<file path="config.mk">
export PLATFORM = sky130hd
export DESIGN_NAME = ysyx_22051013_trap_ctrl
export DESIGN_NICKNAME = d
export VERILOG_FILES = /design/src/rtl/ysyx_22051013_trap_ctrl.sv
export SDC_FILE = /design/constraint.sdc
export NUM_CORES = 1
export LEC_CHECK = 0
export BUFFER_PORTS_ARGS = -buffer_cell sky130_fd_sc_hd__buf_2
export CELL_PAD_IN_SITES_DETAIL_PLACEMENT = 1
export CELL_PAD_IN_SITES_GLOBAL_PLACEMENT = 2
export CORE_MARGIN = 1.5
export CORE_UTILIZATION = 28
export CTS_CLUSTER_SIZE = 8
export DETAILED_ROUTE_END_ITERATION = 12
export GPL_ROUTABILITY_DRIVEN = 0
export PLACE_DENSITY_LB_ADDON = 0.05
export SLEW_MARGIN = 25
export SYNTH_ARGS = -nofsm -noshare
export SYNTH_HDL_FRONTEND = slang
export SYNTH_SLANG_ARGS = --single-unit
export TNS_END_PERCENT = 30
</file>
<file path="constraint.sdc">
create_clock -name clk -period 1.8 [get_ports clk]
set_clock_uncertainty 0.05 [all_clocks]
set_input_delay 0.09 -clock clk [delete_from_list [all_inputs] [get_ports clk]]
set_output_delay 0.09 -clock clk [all_outputs]
set_load 0.1 [all_outputs]
</file>
<file path="src/rtl/ysyx_22051013_trap_ctrl.sv">
// Trap/CSR sequencer: handles ecall, mret, CSR access and (optionally) timer interrupts at commit.
// Optional feature macro: YSYX_22051013_TIMER_IRQ_EN enables the timer interrupt path.
module ysyx_22051013_trap_ctrl (
   input  logic        clk,
   input  logic        rst,
   input  logic        ex_valid,
   input  logic        ex_ecall,
   input  logic        ex_mret,
   input  logic        ex_csr_wr,
   input  logic        ex_csr_rd,
   input  logic [63:0] ex_pc,
   input  logic [11:0] ex_csr_addr,
   input  logic [63:0] ex_csr_wdata,
   input  logic        timer_irq,
   input  logic        mstatus_mie,
   input  logic [63:0] csr_rdata,
   output logic [3:0]  csr_ctl,
   output logic [11:0] csr_addr,
   output logic [63:0] write_csr_data,
   output logic [63:0] mcause_value,
   output logic        stall,
   output logic        flush,
   output logic        redirect_valid,
   output logic [63:0] redirect_pc,
   output logic        csr_done,
   output logic [63:0] csr_result
);

   localparam int unsigned XLEN  = 64;
   localparam int unsigned AW    = 12;
   localparam int unsigned CTLW  = 4;

   localparam logic [XLEN-1:0] CAUSE_IRQ   = 64'h8000_0000_0000_0007;
   localparam logic [XLEN-1:0] CAUSE_ECALL = 64'd11;

   typedef enum logic [2:0] {
      IDLE = 3'd0,
      SAVE = 3'd1,
      RET  = 3'd2,
      CSR  = 3'd3,
      JUMP = 3'd4,
      DONE = 3'd5
   } state_t;

   state_t          state_q, state_d;
   logic [XLEN-1:0] pc_q, wdata_q, cause_q, target_q, result_q;
   logic [AW-1:0]   addr_q;
   logic            wr_q, rd_q;
   logic            irq_take;
   logic            evt;
   logic            take_evt;

`ifdef YSYX_22051013_TIMER_IRQ_EN
   assign irq_take = timer_irq & mstatus_mie;
`else
   logic unused_irq;
   assign irq_take   = 1'b0;
   assign unused_irq = timer_irq ^ mstatus_mie;
`endif

   // Gating with rst keeps stall low while reset is held.
   assign evt = rst & ex_valid & (irq_take | ex_ecall | ex_mret | ex_csr_wr | ex_csr_rd);

   assign csr_result = result_q;

   always_ff @(posedge clk or negedge rst) begin
      if (!rst) begin
         state_q <= IDLE;
      end else begin
         state_q <= state_d;
      end
   end

   always_comb begin
      state_d        = state_q;
      take_evt       = 1'b0;
      stall          = 1'b0;
      flush          = 1'b0;
      redirect_valid = 1'b0;
      redirect_pc    = '0;
      csr_done       = 1'b0;
      csr_ctl        = '0;
      csr_addr       = '0;
      write_csr_data = '0;
      mcause_value   = '0;
      case (state_q)
         IDLE: begin
            if (evt) begin
               stall    = 1'b1;
               take_evt = 1'b1;
               if (irq_take || ex_ecall) begin
                  state_d = SAVE;
               end else if (ex_mret) begin
                  state_d = RET;
               end else begin
                  state_d = CSR;
               end
            end
         end
         SAVE: begin
            stall          = 1'b1;
            csr_ctl        = CTLW'(4'b0010);
            write_csr_data = pc_q;
            mcause_value   = cause_q;
            state_d        = JUMP;
         end
         RET: begin
            stall   = 1'b1;
            csr_ctl = CTLW'(4'b0001);
            state_d = JUMP;
         end
         CSR: begin
            stall          = 1'b1;
            csr_ctl        = {wr_q, rd_q, 2'b00};
            csr_addr       = addr_q;
            write_csr_data = wdata_q;
            state_d        = DONE;
         end
         JUMP: begin
            stall          = 1'b1;
            flush          = 1'b1;
            redirect_valid = 1'b1;
            redirect_pc    = target_q;
            state_d        = IDLE;
         end
         DONE: begin
            csr_done = 1'b1;
            state_d  = IDLE;
         end
         default: state_d = IDLE;
      endcase
   end

   // Operand latches, trap target and CSR read result.
   always_ff @(posedge clk or negedge rst) begin
      if (!rst) begin
         pc_q     <= '0;
         addr_q   <= '0;
         wdata_q  <= '0;
         cause_q  <= '0;
         wr_q     <= 1'b0;
         rd_q     <= 1'b0;
         target_q <= '0;
         result_q <= '0;
      end else begin
         if (take_evt) begin
            pc_q    <= ex_pc;
            addr_q  <= ex_csr_addr;
            wdata_q <= ex_csr_wdata;
            wr_q    <= ex_csr_wr;
            rd_q    <= ex_csr_rd;
            if (irq_take) begin
               cause_q <= CAUSE_IRQ;
            end else if (ex_ecall) begin
               cause_q <= CAUSE_ECALL;
            end else begin
               cause_q <= '0;
            end
         end
         if (state_q == SAVE || state_q == RET) begin
            target_q <= csr_rdata;
         end
         if (state_q == CSR) begin
            result_q <= csr_rdata;
         end
      end
   end

endmodule

</file>
# [After elaboration in Yosys (flattened, before gate mapping)]
# Index checks and enable logic that the tools add are counted.
[word_totals] inputBits=213 wordCells=39 register_bits=337
[op_classes] n_eq_ne=6 bitwise=5 n_reduce_logical=4 muxes=15
[op_table] cell="64-bit 2-to-1 mux" n=2
[op_table] cell="64-bit case mux with 2 select lines" n=1
[op_table] cell="12-bit 2-to-1 mux" n=1
[op_table] cell="4-bit case mux with 3 select lines" n=1
[op_table] cell="3-bit case mux with 3 select lines" n=1
[op_table] cell="3-bit by 2-bit == test with 1-bit output (second input constant)" n=2
[op_table] cell="3-bit == test (second input constant)" n=2
[op_table] cell="1-bit 2-to-1 mux" n=5
[op_table] cell="4-bit 2-to-1 mux" n=1
[op_table] cell="4-bit OR reduction" n=1
[op_table] cell="3-bit by 1-bit == test with 1-bit output (second input constant)" n=1
[op_table] cell="3-bit zero test" n=1
[op_table] cell="3-bit 2-to-1 mux" n=1
[op_table] cell="1-bit bitwise OR" n=3
[op_table] cell="1-bit AND" n=2
[op_table] cell="2-bit 2-to-1 mux" n=1
[op_table] cell="2-bit inequality test (second input constant)" n=1
[op_table] cell="1-bit case mux with 2 select lines" n=1
[op_table] cell="2-bit OR reduction" n=1
[op_table] cell="1-bit logical OR" n=1

# [Depth between registers and ports, before layout]
[depth] ltp_word=6 mapped_depth=6 ltp_nobuf=3

# [Worst setup path after synthesis]
# Ideal clock, no wire load.
[synth_path] path_kind="register to output" from="register state_q[2]" to="output mcause_value[1]" required_ns=1.660 slack_ns=-1.528 path_stages_with_launch=6 arrival_ns=3.188 n_path_buf=3 path_cell_list="dfrtp_1 > buf_2 > nor3b_1 > clkbuf_1 > and2_1 > buf_4"
[synth_via] elab_chain_cells=2
[synth_lines] item="start: declaration" line="45" rtl="state_t state_q, state_d;"
[synth_lines] item="start signal: assignment" line="70" rtl="state_q <= state_d;"
[synth_lines] item="3-bit by 1-bit == test with 1-bit output" line="86" rtl="case (state_q)"
[synth_lines] item="64-bit 2-to-1 mux" line="86"
[synth_lines] item="end: declaration" line="20" rtl="output logic [63:0] mcause_value,"
# No other way between the ends.

# [Worst setup path in the final report]
[layout_path] from="register state_q[2]" to="output csr_addr[7]"
[layout_via] elab_chain_cells=2
[layout_lines] item="3-bit by 2-bit == test with 1-bit output" line="86"
[layout_lines] item="12-bit 2-to-1 mux" line="86"
[layout_lines] item="end: declaration" line="18" rtl="output logic [11:0] csr_addr,"
# No other way between the ends.

==> results by group <==
Placed design
  – Hpwl dp: around 28000 um
  – Placement Setup Slack: -0.140 ns
  – PortBufs: roughly 430

Outcome
  – Failing checks: setup timing
  – Run status: finished, violations left

Synth
  – Post-synthesis compound-gate area fraction: 0.0480
  – Largest family of logic cells by synthesized area: multiplexers
  – Flops & latches, synth: about 270
  – Yosys top cell area share: 0.576
  – Simple-gate share of the synthesized area: 0.0512
  – Mapped cell area: 11900 um^2
  – Async SR Flop Fraction: 1.00
  – Distinct cells, synth: 24
  – Synth area leader: dfrtp_1
  – Synth warnings: 0
  – Post-synthesis mux area share: 0.257
  – Main synth FF type: dfrtp_1
  – Most frequent cell after synthesis: dfrtp_1
  – Post-synth EDFFs: 0
  – Avg Inst Size Synth: roughly 14 um^2
  – Post-synthesis adder-cell area fraction: 0
  – Synth cell count leaders: 274 x dfrtp_1, 202 x mux2_2, 70 x mux2_1
  – Syn Inst Count: roughly 830
  – Area contributors post-synth: dfrtp_1 58%, mux2_2 19%, mux2_1 6.6%
  – Post-synthesis sequential area ratio: 0.576
  – XOR/XNOR Fraction of Synth Area: 0.000736

Detailed routing
  – Vias per cell: roughly 4.5
  – Final WL: 43300 um
  – Pre-antenna DRT Iters: 4
  – WL/cell: a little over 20 um
  – Vias: around 9400
  – Detailed Route Iter0 Violations: 270
  – Antenna viol nets, final: 0
  – DR DRC count: 0

Min path
  – Worst min-delay path category: primary input to asynchronous set/reset pin

Floorplanning
  – Cell row count: 75
  – IO Pins: roughly 500
  – Die width: 209 um
  – Core area: about 42000 um^2
  – Die area: 43700 um^2
  – Die height: 209 um
  – Initial Util: 0.284

Clock network
  – CTS Sinks: around 270
  – H-tree Lvls: 2
  – Root Driver: clkbuf_16
  – Clk pin slew, worst setup/hold paths: around 0.05 ns
  – Clock Latency Late Sink: around 0.54 ns
  – Bufs on Longest Clock Path: 3
  – CTS tree: yes
  – TritonCTS Buffers: 40

Critical path
  – Setup CP Type: register to output pin
  – CP cell instances: buf_6 -> and3b_4 -> buf_12 -> clkbuf_16 -> and2_4 -> buf_12
  – Slowest stage delay, CP: 0.40 ns
  – CP max FO: 8
  – Worst path required time: approximately 1.7 ns
  – Arrival time worst endpoint: 2.08 ns
  – Most used cell, CP: buf_12
  – Crit end category: output pin
  – Critical path's slowest cell: dfrtp_2
  – Startpoint types: register

Timing
  – Fmax achieved: approximately 0.45 GHz
  – Tmin final: 2.22 ns
  – Hold Slack: about 0.2 ns
  – RSZ-0062 raised after global routing: yes
  – Final Cycle Share: 1.23
  – Hold Fails Final Rpt: 0
  – Setup violators final: approximately 420
  – Final Slew Violations: 0
  – Normalized max-slew margin: 0.289
  – Worst-Margin Slew: 1.07 ns
  – Final WS setup: -0.421 ns

GRT
  – Vias in the first global route: roughly 11000
  – Initial antenna violation count: 1
  – Pin count of the biggest net entering global routing: between 150 and 200
  – GRT Total Usage: 0.193
  – Met2 Use GR: 0.321
  – Met3 Use GR: 0.0657
  – Busiest grt layer: met2
  – First-pass GRT wire length: approximately 65000 um
  – GRT met1 Usage: 0.237
  – GRT Residual Overflow: 0

Power
  – Worst VDD drop: around 970 uV
  – Power Density: roughly 1200 nW/um^2
  – Leak: approximately 10 nW

Job
  – Max Cap Viol: 0

Layout
  – Share of layout cells above drive strength 1: 0.593
  – Nets: roughly 1800
  – # fillers: between 4000 and 5000
  – Area Overhead vs Synth: 87.6%
layout make-up:
class | count | area (um^2) | area share
multi-input combinational | 495 | 5660 | 0.253
tap | 539 | 674 | 0.0302
clock buffer | 44 | 1040 | 0.0465
sequential | 274 | 6860 | 0.307
antenna | 1 | 2.50 | 0.000112
clock inverter | 3 | 47.5 | 0.00213
timing repair buffer | 728 | 8050 | 0.361
power breakdown:
part	leakage, nW	internal [W]	switching [W]
combinational	6.39	0.00422	0.00732
clock	0.532	0.00416	0.00270
sequential	3.30	0.00808	0.00114
total	10.2	0.0165	0.0112
state kept, by name (all words and copies together) (netlist names):
| signal | count |
|---|---|
| csr_result | 64 |
| addr_q | 12 |
| target_q | 64 |
| wr_q | 1 |
| rd_q | 1 |
| cause_q | 1 |
| pc_q | 64 |
| state_q | 3 |
| wdata_q | 64 |
logic make-up (layout without fill, tap and decap cells):
group                     after synthesis  in the layout
xor gates and xnor gates                1              1
AOI/OAI and AO/OA                      66             66
other                                   1             62
muxes                                 272            272
and+or+nand+nor                        95             95
buffers and inverters                 124            775
DFF                                   274            274
layer usage:
| layer | wire [um] | vias to the layer above |
|---|---|---|
| li1 | - | 4273 |
| met1 | 17900 | 4831 |
| met2 | 21400 | 281 |
| met3 | 3180 | 51 |
| met4 | 860 | 0 |
| met5 | 0 | - |
per-stage QoR:
step / utilization / area, um^2 / TNS, ns / total power, W / std cells
3_3_place_gp: 0.424 / 17800 / -10.80 / 0.0196 / 1777
3_5_place_dp: 0.424 / 17800 / -13.70 / 0.0197 / 1777
4_1_cts: 0.513 / 21500 / -84.18 / 0.0274 / 2054
6_report: 0.532 / 22300 / -89.97 / 0.0276 / 2084
5_1_grt: 0.532 / 22300 / -120.68 / 0.0288 / 2084
2_1_floorplan: - / 12800 / -19.36 / 0.0169 / 893
critical path, delay by kind of cell, from the launching register on:
kind          cells  cell delay, ns
buf+inv           4            0.64
flops             1            0.40
simple gates      2            0.47
final timing paths:
kind | startpoint | to | slack [ns] | cells past startpoint
max in group asynchronous | rst | state_q[2]$_DFFE_PN0P_ | 0.54 | 3
setup / recovery | state_q[2]$_DFFE_PN0P_ | csr_addr[7] | -0.42 | 6
setup reg to reg | state_q[2]$_DFFE_PN0P_ | csr_result[24]$_DFFE_PN0N_ | -0.31 | 9
hold reg to reg | csr_result[49]$_DFFE_PN0N_ | csr_result[49]$_DFFE_PN0N_ | 0.45 | 1
hold / removal | rst | cause_q[1]$_DFFE_PN0P_ | 0.20 | 3
min in group clk | ex_csr_wdata[39] | wdata_q[39]$_DFFE_PN0P_ | 0.25 | 3
placed cells by master (no fill, tap or decap), types with 3 or more instances in the layout:
cell type      synthesis  final
clkbuf_1              33      3
mux2_1                70     70
buf_4                 65     14
buf_2                 19    273
dfrtp_1              274    273
dlygate4sd3_1          0    211
buf_6                  7     19
buf_12                 0    192
conb_1                 1     61
and3_4                 0     63
mux2_4                 0     57
buf_16                 0      5
clkbuf_16              0     47
and2_4                 0     16
a22o_4                 0     64
buf_8                  0      8
mux2_2               202    145
what timing repair did:
| action | CTS | global route |
|---|---|---|
| pin swaps | 11 | 24 |
| hold endpoints to repair | 547 | 0 |
| cloned | 5 | 10 |
| endpoints found under the setup margin | 294 | 410 |
| buffers inserted | 14 | 21 |
| hold buffers | 211 | 0 |
| gates resized for setup | 79 | 98 |
Power figures use the tool's default switching activity.
